`config.mk`:
```
export PLATFORM = sky130hd
export DESIGN_NAME = uart_rx_fifo
export DESIGN_NICKNAME = d
export VERILOG_FILES = /design/src/rtl/uart_pkg.sv /design/src/rtl/uart_rx_fifo_sync_fifo.sv /design/src/rtl/uart_rx_fifo.sv
export SDC_FILE = /design/constraint.sdc
export NUM_CORES = 1
export LEC_CHECK = 0
export CORE_MARGIN = 10
export CORE_UTILIZATION = 59
export DETAILED_ROUTE_END_ITERATION = 10
export PLACE_DENSITY = 0.9
export SLEW_MARGIN = 20
export SYNTH_ARGS = -nofsm -noshare
export SYNTH_HDL_FRONTEND = slang
export SYNTH_SLANG_ARGS = --single-unit
```
`constraint.sdc`:
```
create_clock -name clk -period 3.4 [get_ports clk]
set_input_delay 0.34 -clock clk [delete_from_list [all_inputs] [get_ports clk]]
set_output_delay 0.34 -clock clk [all_outputs]
set_load 0.01 [all_outputs]
```
`src/rtl/uart_pkg.sv`:
```
// Shared UART definitions: receiver FSM states, frame geometry and the default
// baud divider used by both the receive and transmit paths.
package uart_pkg;

  localparam int unsigned UART_DATA_BITS      = 8;
  localparam int unsigned UART_RATE_FREQ_BAUD = 87;

  typedef enum logic [2:0] {
    ST_IDLE,
    ST_START,
    ST_DATA,
    ST_STOP,
    ST_WAIT_IDLE
  } rx_state_e;

endpackage

```
`src/rtl/uart_rx_fifo_sync_fifo.sv`:
```
// First-word-fall-through synchronous FIFO; a pop in the same cycle as a push
// frees the slot first, so a push into a full FIFO with a pop always lands.
module sync_fifo #(
  parameter int unsigned WIDTH = 8,
  parameter int unsigned DEPTH = 8
) (
  input  logic                         clk,
  input  logic                         rst_n,
  input  logic                         i_push,
  input  logic [WIDTH-1:0]             i_data,
  input  logic                         i_pop,
  output logic [WIDTH-1:0]             o_data,
  output logic                         o_data_av,
  output logic                         o_full,
  output logic [$clog2(DEPTH+1)-1:0]   o_count,
  output logic                         o_drop
);

  localparam int unsigned AW = $clog2(DEPTH);
  localparam int unsigned CW = $clog2(DEPTH + 1);

  logic [WIDTH-1:0] r_mem [DEPTH];
  logic [AW-1:0]    r_rd_ptr;
  logic [AW-1:0]    r_wr_ptr;
  logic [CW-1:0]    r_count;
  logic             w_pop;
  logic             w_full;
  logic             w_wr;

  assign w_full = (r_count == CW'(DEPTH));
  assign w_pop  = i_pop && (r_count != '0);
  assign w_wr   = i_push && (!w_full || w_pop);

  assign o_drop    = i_push && w_full && !w_pop;
  assign o_full    = w_full;
  assign o_count   = r_count;
  assign o_data_av = (r_count != '0);
  // Head is forced to zero while empty so stale storage never shows.
  assign o_data    = (r_count != '0) ? r_mem[r_rd_ptr] : '0;

  always_ff @(posedge clk) begin
    if (w_wr) begin
      r_mem[r_wr_ptr] <= i_data;
    end
  end

  always_ff @(posedge clk or negedge rst_n) begin
    if (!rst_n) begin
      r_rd_ptr <= '0;
      r_wr_ptr <= '0;
      r_count  <= '0;
    end else begin
      if (w_pop) begin
        r_rd_ptr <= r_rd_ptr + AW'(1);
      end
      if (w_wr) begin
        r_wr_ptr <= r_wr_ptr + AW'(1);
      end
      case ({w_wr, w_pop})
        2'b10:   r_count <= r_count + CW'(1);
        2'b01:   r_count <= r_count - CW'(1);
        default: r_count <= r_count;
      endcase
    end
  end

endmodule

```
`src/rtl/uart_rx_fifo.sv`:
```
// 8N1 UART receiver feeding a FWFT receive FIFO, with sticky overrun and
// framing-error flags.
module uart_rx_fifo import uart_pkg::*; #(
  parameter int unsigned RATE_FREQ_BAUD = UART_RATE_FREQ_BAUD,
  parameter int unsigned FIFO_DEPTH     = 8
) (
  input  logic                              clk,
  input  logic                              rst_n,
  input  logic                              rx,
  input  logic                              rd,
  input  logic                              clr,
  output logic [UART_DATA_BITS-1:0]         data_out,
  output logic                              data_av,
  output logic                              full,
  output logic [$clog2(FIFO_DEPTH+1)-1:0]   count,
  output logic                              busy,
  output logic                              overrun,
  output logic                              frame_err
);

  localparam int unsigned BW    = $clog2(RATE_FREQ_BAUD + 1);
  localparam int unsigned BITW  = $clog2(UART_DATA_BITS);
  localparam logic [BW-1:0] HALF = BW'(RATE_FREQ_BAUD / 2);
  localparam logic [BW-1:0] FULL = BW'(RATE_FREQ_BAUD);

  rx_state_e                 r_state, w_state_nxt;
  logic                      r_sync1, r_sync2;
  logic [BW-1:0]             r_baud, w_baud_nxt;
  logic [BITW-1:0]           r_bit, w_bit_nxt;
  logic [UART_DATA_BITS-1:0] r_shift, w_shift_nxt;
  logic                      r_overrun, r_frame_err;
  logic                      w_rx_s, w_tick, w_push, w_fe_set, w_drop;

  assign w_rx_s = r_sync2;
  // Counter is loaded with the distance to the next sample; expiry is at 1.
  assign w_tick = (r_baud == BW'(1));

  always_ff @(posedge clk or negedge rst_n) begin
    if (!rst_n) begin
      r_sync1     <= 1'b1;
      r_sync2     <= 1'b1;
      r_state     <= ST_IDLE;
      r_baud      <= '0;
      r_bit       <= '0;
      r_shift     <= '0;
      r_overrun   <= 1'b0;
      r_frame_err <= 1'b0;
    end else begin
      r_sync1     <= rx;
      r_sync2     <= r_sync1;
      r_state     <= w_state_nxt;
      r_baud      <= w_baud_nxt;
      r_bit       <= w_bit_nxt;
      r_shift     <= w_shift_nxt;
      r_overrun   <= w_drop   | (r_overrun   & ~clr);
      r_frame_err <= w_fe_set | (r_frame_err & ~clr);
    end
  end

  always_comb begin
    w_state_nxt = r_state;
    w_baud_nxt  = r_baud;
    w_bit_nxt   = r_bit;
    w_shift_nxt = r_shift;
    w_push      = 1'b0;
    w_fe_set    = 1'b0;
    if (r_state != ST_IDLE && r_state != ST_WAIT_IDLE && !w_tick) begin
      w_baud_nxt = r_baud - BW'(1);
    end
    case (r_state)
      ST_IDLE: begin
        if (!w_rx_s) begin
          w_state_nxt = ST_START;
          w_bit_nxt   = '0;
          w_baud_nxt  = HALF;
        end
      end
      ST_START: begin
        if (w_tick) begin
          w_baud_nxt  = FULL;
          w_state_nxt = w_rx_s ? ST_IDLE : ST_DATA;
        end
      end
      ST_DATA: begin
        if (w_tick) begin
          w_baud_nxt  = FULL;
          w_shift_nxt = {w_rx_s, r_shift[UART_DATA_BITS-1:1]};
          if (r_bit == BITW'(UART_DATA_BITS - 1)) begin
            w_state_nxt = ST_STOP;
          end else begin
            w_bit_nxt = r_bit + BITW'(1);
          end
        end
      end
      ST_STOP: begin
        if (w_tick) begin
          if (w_rx_s) begin
            w_push      = 1'b1;
            w_state_nxt = ST_IDLE;
          end else begin
            w_fe_set    = 1'b1;
            w_state_nxt = ST_WAIT_IDLE;
          end
        end
      end
      ST_WAIT_IDLE: begin
        if (w_rx_s) begin
          w_state_nxt = ST_IDLE;
        end
      end
      default: w_state_nxt = ST_IDLE;
    endcase
  end

  sync_fifo #(
    .WIDTH (UART_DATA_BITS),
    .DEPTH (FIFO_DEPTH)
  ) u_fifo (
    .clk       (clk),
    .rst_n     (rst_n),
    .i_push    (w_push),
    .i_data    (r_shift),
    .i_pop     (rd),
    .o_data    (data_out),
    .o_data_av (data_av),
    .o_full    (full),
    .o_count   (count),
    .o_drop    (w_drop)
  );

  assign busy      = (r_state != ST_IDLE);
  assign overrun   = r_overrun;
  assign frame_err = r_frame_err;

endmodule

```
==> metrics.md, run 1 <==
| Metric | Value |
|---|---|
| Setup-failing EPs final | 0 |
| Max IR drop VDD | roughly 0.36 mV |
| Hpwl dp | roughly 5300 µm |
| P_sw | a little over 0.6 mW |
| DRT iter0 DRCs | approximately 120 |
| Yosys reg bits | a little under 100 |
| CTS Buf Count | 9 |
| Most frequent cells after synthesis | edfxtp_1, dfrtp_1, nor2_1 |
| Clock slew at reported path FFs | between 0.1 and 0.15 ns |
| Layout cell share with drive strength beyond 1 | between 20% and 30% |
| Slew margin rel. | a little under half |
| Area growth syn-to-layout | 12.90% |
| Total Nets Final | around 320 |
| CP arrival | about 3.0 ns |
| Clk_skew | 0.01524 ns |
| Hold path startpoint | r_sync1 |
| Final instance area | slightly below 5000 µm² |
| Die H | 106.1 µm |
| P_int | 1.689 mW |
| Final TNS setup | 0 ns |
| Worst r2r src | r_baud[1] |
| Clock root buffer | clkbuf_8 |
| Top cells by area, synth | edfxtp_1, dfrtp_1, mux4_2 |
| Count leader, synth | edfxtp_1 |
| Worst hold stages | 0 |
| # Max-Cap Violations | 0 |
| Per-cell routed wire length | 18.97 µm |
| # diodes | 0 |
| Clk pwr share | roughly 32% |
| Hold EP | r_sync2 |
| Syn Std Cell Area | 4374 µm² |
| Part of the power in registers | 59.4% |
| Std cell rows | 31 |
| Core Region | 7214 µm² |
| Final period utilization | 81.89% |
| Area share of the largest cell type after synthesis | between 40% and 50% |
| Avg Cell Area, Syn | 15.91 µm² |
| Largest net degree at the start of global routing | 36 |
| Main flop type after synthesis | edfxtp_1 |
| Comb power frac | under 10% |
| Total power | 2.299 mW |
| Port-buffer cells | 21 |
| Post-synth ARST share | a little over a third |
| Via/cell ratio | about 5.8 |
| Reg2Reg Setup Slack | 0.62 ns |
| Initial antenna violation count | 0 |
| Final Hold Viols | 0 |
| Vias | between 2000 and 2500 |
| Clock buffer depth | 2 |
| Final ANT Viol Nets | 0 |
| Critical Path Sink Type | register |
| Cells after Synth | about 280 |
| I/O pins | 22 |
| Unrepaired setup endpoints after global routing | false |
| Die area | roughly 11000 µm² |
| Synth cell types | 53 |
| Leakage power | between 1.5 and 2 nW |
| Number of flops mapped to enable cells by yosys | 64 |
| CTS tree | yes |
| Synth area leader | edfxtp_1 |
| Global-route usage over all layers | 15.00% |
| Sw Ratio | 26.52% |
| Fmax achieved | about 360 MHz |
| DRT Pass-1 Iters | 4 |
| Run status | finished, final reports clean |
| Kind of critical path | register to register |
| Clk_lat worst skew | approximately 0.37 ns |
| Max-slew violations | 0 |
| Overflow after GRT | 0 |
| Tmin final | approximately 2.8 ns |
| Htree depth | 3 |
| Starting Density | ~60% |
| Worst reg2reg path endpoint | u_fifo.o_count[2] |
| Post-CTS sizing | 0 |
| Startpoint type of the worst setup path | register |
| Final wirelength | 7814 µm |
| Min-delay worst type | register to register |
| DP Area | around 4700 µm² |
| DRC | 0 |
| Vias in the first global route | roughly 2500 |
| Yosys Warn Count | 0 |
| CTS Sinks | 99 |
| Post-Syn Nets | between 200 and 300 |
| Post-CTS setup buffers | 0 |
| Chip width | 106.1 µm |
| Hold Buf Count CTS | 0 |
| FF-to-FF path depth | 11 |
| Worst-Margin Slew | roughly 0.79 ns |
| First-pass GRT wire length | 13300 µm |
| Worst Path Max Fanout | 7 |
| Sequential share of the synthesized area | 64.02% |
| Req. time, crit path | approximately 3.7 ns |
| Routability cong. | between 0.8 and 0.9 |
| P per Cell Area | roughly 470 nW/µm² |
-- state kept, by name (all words and copies together) (netlist names), 3 cells and up --
| name | flops |
|---|---|
| u_fifo.r_mem | 64 |
| r_shift | 8 |
| r_baud | 7 |
| u_fifo.o_count | 4 |
| r_bit | 3 |
| r_state | 3 |
| u_fifo.r_rd_ptr | 3 |
| u_fifo.r_wr_ptr | 3 |
-- worst max-delay path by stage --
stage	from	end	slack [ns]
3_3_place_gp	u_fifo.o_count[2]	u_fifo.o_count[2]	0.83
6_report	r_baud[1]	u_fifo.o_count[2]	0.62
4_1_cts	r_baud[1]	u_fifo.o_count[2]	0.64
5_1_grt	r_baud[1]	u_fifo.o_count[2]	0.38
3_5_place_dp	r_baud[1]	u_fifo.o_count[2]	0.68
2_1_floorplan	u_fifo.o_count[2]	u_fifo.o_count[2]	0.88
-- stage by stage --
stage	setup slack, ns	instances	hold slack, ns	util (%)
6_report	0.6156	412	0.3636	68.45
5_1_grt	0.3778	412	0.3727	68.45
4_1_cts	0.6450	412	0.3638	68.45
3_5_place_dp	0.6762	396	0.3496	65.71
3_3_place_gp	0.8309	396	0.3455	65.71
2_1_floorplan	0.8789	275	0.04441	-
-- final cells by class --
class	count	area [µm²]
timing repair buffer	33	300.3
fill	469	2276
inverter	9	33.78
clock buffer	9	123.9
multi-input combinational	156	1483
clock inverter	7	73.82
tap	99	123.9
sequential	99	2800
-- critical path: stages (launching register included) --
cell	delay [ns]
dfrtp_1	0.42
inv_1	0.09
ha_1	0.15
nor2b_1	0.38
o2111ai_2	0.32
ha_1	0.35
xor2_1	0.16
ha_1	0.20
a21oi_1	0.20
xor2_1	0.18
nor2_1	0.07
xor2_1	0.15
-- cell families after synthesis --
group                    count (synthesis)  synth area share, %
adder cells (fa/ha/maj)                  9                2.574
multiplexers                            36                13.82
AO/OA/AOI/OAI                           24                3.947
XOR/XNOR                                15                3.004
flip-flops                              99                64.02
AND/OR/NAND/NOR                         72                10.56
buffers and inverters                   20                2.088
-- power groups by stage --
stage          sequential, mW  clock, mW  combinational (mW)
2_1_floorplan            1.37          0               0.159
3_3_place_gp             1.38          0               0.189
3_5_place_dp             1.39          0               0.197
4_1_cts                  1.36      0.746               0.199
5_1_grt                  1.37      0.793               0.220
6_report                 1.37      0.735               0.198
-- placed cells by master, fill, tap and decap left out, types with 3 or more instances in the layout --
cell             count
edfxtp_1            64
dfrtp_1             33
nor2_1              22
clkdlybuf4s50_1     21
mux4_2              16
buf_4               12
mux2i_1              9
xnor2_1              9
ha_1                 9
clkbuf_8             9
inv_1                8
nand2_1              8
nand3_1              8
mux2_4               8
a21oi_1              6
xor2_1               6
or3_1                4
nor3_1               4
o211ai_1             4
o21ai_0              3
nand2b_1             3
mux2_2               3
inv_6                3
-- routing by layer --
layer	vias up	global-route usage, %	routed length [µm]
li1	1107	-	-
met5	-	0	0
met1	1218	17.98	3187
met3	14	2.597	329
met4	0	7.544	193
met2	62	25.57	4104
Note: power is estimated with default switching activity, not from simulation.
==> inputs of run 2 (changes only) <==
- clock period: 3.4 -> 2.6 ns (I/O delays scaled with it)
==> metrics.md, run 2 (same netlist as run 1, synthesis figures left out) <==
| Metric | Value |
|---|---|
| Run status | finished, final reports clean (unchanged) |
| # Max-Cap Violations | 0 (unchanged) |
| Initial antenna violation count | 0 (unchanged) |
| Worst hold stages | 1 (was 0) |
| Worst reg2reg path endpoint | u_fifo.o_count[2] (unchanged) |
| Kind of critical path | register to output pin (was register to register) |
| Starting Density | 60.63% (unchanged) |
| Leakage power | 1.895 nW (was 1.873 nW) |
| Std cell rows | 31 (unchanged) |
| Min-delay worst type | input port to register (was register to register) |
| Unrepaired setup endpoints after global routing | false (unchanged) |
| Worst path slowest cell | mux4_2 (was dfrtp_1) |
| Part of the power in registers | 59.9% (was 59.4%) |
| Hold EP | r_sync1 (was r_sync2) |
| DRT Pass-1 Iters | 4 (unchanged) |
| Commonest non-fill, non-tap cells in the layout | edfxtp_1, dfrtp_1, nor2_1, clkdlybuf4s50_1, buf_4 (was edfxtp_1, dfrtp_1, nor2_1, clkdlybuf4s50_1, mux4_2) |
| Fmax achieved | about 410 MHz |
| P_int | 2.205 mW (was 1.689 mW) |
| Clock buffer depth | 2 (unchanged) |
| P per Cell Area | 592.9 nW/µm² (was 465.4 nW/µm²) |
| Crit path cell chain | buf_12 > mux4_2 > mux2i_1 > nor2_1 > clkdlybuf4s50_1 (was inv_1 > ha_1 > nor2b_1 > o2111ai_2 > ha_1 > xor2_1 > ha_1 > a21oi_1 > xor2_1 > nor2_1 > xor2_1) |
| Hold Buf Count CTS | 0 (unchanged) |
| Final TNS setup | 0 ns (unchanged) |
| Max IR drop VDD | 0.4410 mV (was 0.3609 mV) |
| CTS Sinks | 99 (unchanged) |
| Non-Filler Instances | 419 (was 412) |
| P_sw | 0.7601 mW (was 0.6097 mW) |
| DRC | 0 (unchanged) |
| Area growth syn-to-layout | 14.33% (was 12.90%) |
| CTS tree | yes (unchanged) |
| Largest net degree at the start of global routing | 36 (unchanged) |
| Hpwl dp | 5485 µm (was 5257 µm) |
| CP arrival | 2.18 ns (was 3.04 ns) |
| Hold path startpoint | rx (was r_sync1) |
| Via/cell ratio | 5.721 (was 5.828) |
| Worst Path Max Fanout | 18 (was 7) |
| Multi-input gate area | 1491 µm² (was 1483 µm²) |
| Reg2Reg Setup Slack | 0.16 ns (was 0.62 ns) |
| Die area | 11260 µm² (unchanged) |
| Fillers | 494 (was 469) |
| Clk_skew | 0.01157 ns (was 0.01524 ns) |
| Final Hold Viols | 0 (unchanged) |
| Commonest non-fill, non-tap cell in the layout | edfxtp_1 (unchanged) |
| Max stage delay on crit path | 0.53 ns (was 0.42 ns) |
| Vias in the first global route | 2552 (was 2539) |
| Final period utilization | roughly 94% |
| Total Nets Final | 329 (was 322) |
| Sw Ratio | 25.64% (was 26.52%) |
| First-pass GRT wire length | 13270 µm (was 13300 µm) |
| FF-to-FF path depth | 9 (was 11) |
| Hold Worst Slack | 0.3004 ns (was 0.3636 ns) |
| Routability cong. | 0.7990 (was 0.8092) |
| Tmin final | 2.440 ns |
| Most flops, register | u_fifo.r_mem (unchanged) |
| Max-slew violations | 0 (unchanged) |
| Worst r2r src | u_fifo.o_count[2] (was r_baud[1]) |
| Seq. cell area | 2801 µm² (was 2800 µm²) |
| Clk_lat worst skew | 0.36 ns (was 0.37 ns) |
| Core Region | 7214 µm² (unchanged) |
| CTS Buf Count | 9 (unchanged) |
| DRT iter0 DRCs | 97 (was 123) |
| Overflow after GRT | 0 (unchanged) |
| Clk pwr share | 30.8% (was 32.0%) |
| # diodes | 0 (unchanged) |
| Setup-failing EPs final | 0 (unchanged) |
| Slew margin rel. | 59.25% (was 47.55%) |
| Final worst setup slack | 0.1596 ns (was 0.6156 ns) |
| Port-buffer cells | 21 (unchanged) |
| Comb power frac | 9.4% (was 8.6%) |
| Die H | 106.1 µm (unchanged) |
| Chip width | 106.1 µm (unchanged) |
| Vias | 2397 (was 2401) |
| Max reg flops | 64 (unchanged) |
| I/O pins | 22 (unchanged) |
| Biggest regs | u_fifo.r_mem: 64 flops, r_shift: 8 flops, r_baud: 7 flops (unchanged) |
| Per-cell routed wire length | 18.60 µm (was 18.97 µm) |
| Final wirelength | 7792 µm (was 7814 µm) |
| Worst-Margin Slew | 0.6113 ns (was 0.7868 ns) |
| Htree depth | 3 (unchanged) |
| Clock slew at reported path FFs | 0.10 ns (was 0.11 ns) |
| Startpoint type of the worst setup path | register (unchanged) |
| Clock root buffer | clkbuf_8 (unchanged) |
| Final ANT Viol Nets | 0 (unchanged) |
| Total power | 2.965 mW (was 2.299 mW) |
| Dpl cells | 403 (was 396) |
| Pre-CTS setup slack | 0.1211 ns (was 0.6762 ns) |
| Layout cell share with drive strength beyond 1 | 25.31% (was 22.68%) |
| Critical Path Sink Type | output pin (was register) |
| Req. time, crit path | 2.34 ns (was 3.66 ns) |
| Global-route usage over all layers | 14.89% (was 15.00%) |
[run 2: final cells by class]
class / count / area share [%]
multi-input combinational: 156 / 29.82
sequential: 99 / 56.02
inverter: 9 / 0.6755
tap: 99 / 2.477
timing repair buffer: 40 / 7.305
clock inverter: 7 / 1.226
clock buffer: 9 / 2.477
[run 2: stage by stage]
step,instance area (µm²),util (%)
CTS,4992,69.20
global route,5001,69.32
finish,5001,69.32
detailed placement,4806,66.61
global placement,4806,66.61
floorplan,4374,-
[run 2: power by group through the flow]
stage / clock network [mW] / logic, mW / registers, mW
finish: 0.913 / 0.277 / 1.77
global route: 0.991 / 0.312 / 1.79
CTS: 0.921 / 0.282 / 1.77
detailed placement: 0 / 0.280 / 1.81
global placement: 0 / 0.269 / 1.81
floorplan: 0 / 0.208 / 1.80
[run 2: layer usage]
metal	routed length, µm	GRT usage (%)	up-vias
met5	0	0	-
met4	132	5.706	0
met3	281	2.778	16
met2	4194	25.97	48
met1	3183	17.93	1210
li1	-	-	1123
[run 2: timing repair]
action                     4_1_cts  5_1_grt
gates resized for setup          1        2
setup buffers                    0        0
setup endpoints to repair        5        2
[run 2: worst max path at each step]
stage                                   from                 to  slack [ns]  cells after the start
after CTS                  u_fifo.o_count[2]  u_fifo.o_count[2]        0.11                      9
final                     u_fifo.r_rd_ptr[0]        data_out[5]        0.16                      5
after global routing               r_baud[1]  u_fifo.o_count[3]        0.01                     10
after floorplan            u_fifo.o_count[2]  u_fifo.o_count[2]        0.08                     11
after detailed placement   u_fifo.o_count[2]  u_fifo.o_count[2]        0.12                      9
after global placement     u_fifo.o_count[2]  u_fifo.o_count[2]        0.22                      9
[run 2: worst max-delay path, delay by kind of cell, from the launching register on]
| kind | cells | cell delay (ns) |
|---|---|---|
| multiplexers | 2 | 0.70 |
| buffers and inverters | 2 | 0.67 |
| flip-flops | 1 | 0.38 |
| AND/OR/NAND/NOR | 1 | 0.07 |
==> inputs of run 3 (changes only) <==
- CORE_UTILIZATION: 59 -> 64
- PLACE_DENSITY: 0.9 -> 0.95
- clock period: 2.6 -> 2.9 ns (I/O delays scaled with it)
==> metrics.md, run 3 (same netlist as run 1, synthesis figures left out) <==
| Metric | Value |
|---|---|
| Run status | finished, final reports clean (unchanged) |
| P per Cell Area | 546.1 nW/µm² (was 592.9 nW/µm²) |
| Met3 usage | 2.681% (was 2.778%) |
| Final ANT Viol Nets | 0 (unchanged) |
| Post-CTS setup buffers | 0 (unchanged) |
| Pre-CTS setup slack | 0.2778 ns (was 0.1211 ns) |
| Via/cell ratio | 6.178 (was 5.721) |
| Per-cell routed wire length | 20.40 µm (was 18.60 µm) |
| Fmax achieved | ~370 MHz |
| CTS Buf Count | 9 (unchanged) |
| # Max-Cap Violations | 0 (unchanged) |
| Htree depth | 3 (unchanged) |
| Clock slew at reported path FFs | 0.10 ns (about the same) |
| Starting Density | 65.10% (was 60.63%) |
| Clock buffer depth | 2 (unchanged) |
| CTS Sinks | 99 (unchanged) |
| DRT Pass-1 Iters | 5 (was 4) |
| Max reg flops | 64 (unchanged) |
| Layout cell share with drive strength beyond 1 | 23.82% (was 25.31%) |
| Sw Ratio | 24.43% (was 25.64%) |
| Clk_lat worst skew | 0.36 ns (about the same) |
| Biggest regs | u_fifo.r_mem: 64 flops, r_shift: 8 flops, r_baud: 7 flops (unchanged) |
| Reg2Reg Setup Slack | 0.20 ns (was 0.16 ns) |
| Worst r2r src | u_fifo.o_count[2] (unchanged) |
| First-pass GRT wire length | 13030 µm (was 13270 µm) |
| FF-to-FF path depth | 9 (unchanged) |
| P_sw | 0.6619 mW (was 0.7601 mW) |
| GR Layer Usage met2 | 28.16% (was 25.97%) |
| Leakage power | 1.900 nW (was 1.895 nW) |
| Hold Buf Count CTS | 0 (unchanged) |
| Commonest non-fill, non-tap cell in the layout | edfxtp_1 (unchanged) |
| Crit path top cell by count | xor2_1 |
| Worst-Margin Slew | 0.7378 ns (was 0.6113 ns) |
| DRC | 0 (unchanged) |
| Crit path cell chain | or4b_4 > o2111ai_2 > ha_1 > xor2_1 > ha_1 > a21oi_1 > xor2_1 > nor2_1 > xor2_1 (was buf_12 > mux4_2 > mux2i_1 > nor2_1 > clkdlybuf4s50_1) |
| Core Region | 6719 µm² (was 7214 µm²) |
| Unrepaired setup endpoints after global routing | false (unchanged) |
| Final Hold Viols | 0 (unchanged) |
| Total Nets Final | 328 (was 329) |
| Critical Path Sink Type | register (was output pin) |
| Vias | 2465 (was 2397) |
| Worst reg2reg path endpoint | u_fifo.o_count[2] (unchanged) |
| Clk_skew | 0.01258 ns (was 0.01157 ns) |
| Multi-input gate area | 1483 µm² (was 1491 µm²) |
| Global-route usage over all layers | 16.44% (was 14.89%) |
| Largest net degree at the start of global routing | 36 (unchanged) |
| Final worst setup slack | 0.2048 ns (was 0.1596 ns) |
| Min-delay worst type | input port to asynchronous set/reset pin (was input port to register) |
| # diodes | 0 (unchanged) |
| Chip width | 102.7 µm (was 106.1 µm) |
| Overflow after GRT | 0 (unchanged) |
| Worst path slowest cell | or4b_4 (was mux4_2) |
| Kind of critical path | register to register (was register to output pin) |
| Slew margin rel. | 50.81% (was 59.25%) |
| Fillers | 374 (was 494) |
| CTS tree | yes (unchanged) |
| Commonest non-fill, non-tap cells in the layout | edfxtp_1, dfrtp_1, nor2_1, clkdlybuf4s50_1, buf_4 (unchanged) |
| Post-CTS sizing | 0 (was 1) |
| Clk pwr share | 32.2% (was 30.8%) |
| Max-slew violations | 0 (unchanged) |
| Hpwl dp | 5691 µm (was 5485 µm) |
| Area growth syn-to-layout | 13.44% (was 14.33%) |
| Port-buffer cells | 21 (unchanged) |
| Comb power frac | 8.7% (was 9.4%) |
| Die area | 10540 µm² (was 11260 µm²) |
| Final period utilization | 92.94% |
| Tmin final | 2.695 ns |
| Max IR drop VDD | 0.4648 mV (was 0.4410 mV) |
| Req. time, crit path | 3.14 ns (was 2.34 ns) |
| Final wirelength | 8139 µm (was 7792 µm) |
| P_int | 2.048 mW (was 2.205 mW) |
| Most flops, register | u_fifo.r_mem (unchanged) |
| I/O pins | 22 (unchanged) |
| Seq. cell area | 2800 µm² (was 2801 µm²) |
| Routability cong. | 0.8500 (was 0.7990) |
| Startpoint type of the worst setup path | register (unchanged) |
| Std cell rows | 30 (was 31) |
| Part of the power in registers | 59.1% (was 59.9%) |
| Final TNS setup | 0 ns (unchanged) |
| GR Util met1 | 19.90% (was 17.93%) |
| DRT iter0 DRCs | 124 (was 97) |
| Max stage delay on crit path | 0.59 ns (was 0.53 ns) |
| CP arrival | 2.94 ns (was 2.18 ns) |
| Grt peak-use layer | met2 (unchanged) |
| Worst Path Max Fanout | 6 (was 18) |
| Setup-failing EPs final | 0 (unchanged) |
| Clock root buffer | clkbuf_8 (unchanged) |
| Die H | 102.7 µm (was 106.1 µm) |
| Vias in the first global route | 2525 (was 2552) |
| Initial antenna violation count | 0 (unchanged) |
-- run 3: critical path, delay by kind of cell, from the launching register on --
| family | cells | cell delay, ns |
|---|---|---|
| AOI/OAI and AO/OA | 2 | 0.42 |
| adders and majority gates | 2 | 0.52 |
| DFF | 1 | 0.49 |
| xor gates and xnor gates | 3 | 0.48 |
| and+or+nand+nor | 2 | 0.66 |
-- run 3: how the worst max path moves through the flow --
| stage | from | end | slack [ns] | depth (start not counted) |
|---|---|---|---|---|
| after floorplan | u_fifo.o_count[2] | u_fifo.o_count[2] | 0.38 | 11 |
| after global placement | u_fifo.o_count[2] | u_fifo.o_count[2] | 0.52 | 9 |
| after detailed placement | u_fifo.o_count[2] | u_fifo.o_count[2] | 0.28 | 9 |
| after CTS | u_fifo.r_rd_ptr[1] | data_out[5] | 0.21 | 4 |
| after global routing | u_fifo.r_rd_ptr[1] | data_out[5] | 0.11 | 4 |
| final | u_fifo.o_count[2] | u_fifo.o_count[2] | 0.20 | 9 |
-- run 3: layout make-up --
type                    count  area share (%)
inverters                   9          0.6808
well taps                  80           2.017
clock buffers               9           2.496
flip-flops and latches     99           56.43
multi-input cells         156           29.88
clock inverters             7           1.538
repair buffers             39           6.959
-- run 3: power groups by stage --
stage | registers [mW] | clock network, mW | logic (mW)
final | 1.60 | 0.874 | 0.236
after global routing | 1.61 | 0.942 | 0.266
after CTS | 1.60 | 0.888 | 0.238
after detailed placement | 1.63 | 0 | 0.236
after global placement | 1.62 | 0 | 0.227
after floorplan | 1.61 | 0 | 0.187
-- run 3: routing by layer --
metal	vias up	share of wire, %
met5	-	0
met3	15	4.6
met1	1252	40
met2	76	53
met4	0	2.6
li1	1122	-
-- run 3: per-stage QoR --
stage	cells	area (µm²)	util [%]	hold WS [ns]	total power [mW]
3_3_place_gp	383	4762	70.88	0.3463	1.851
6_report	399	4962	73.85	0.3342	2.710
2_1_floorplan	275	4374	-	-0.005591	1.796
4_1_cts	399	4962	73.85	0.3262	2.725
3_5_place_dp	383	4762	70.88	0.3516	1.865
5_1_grt	399	4962	73.85	0.3457	2.820
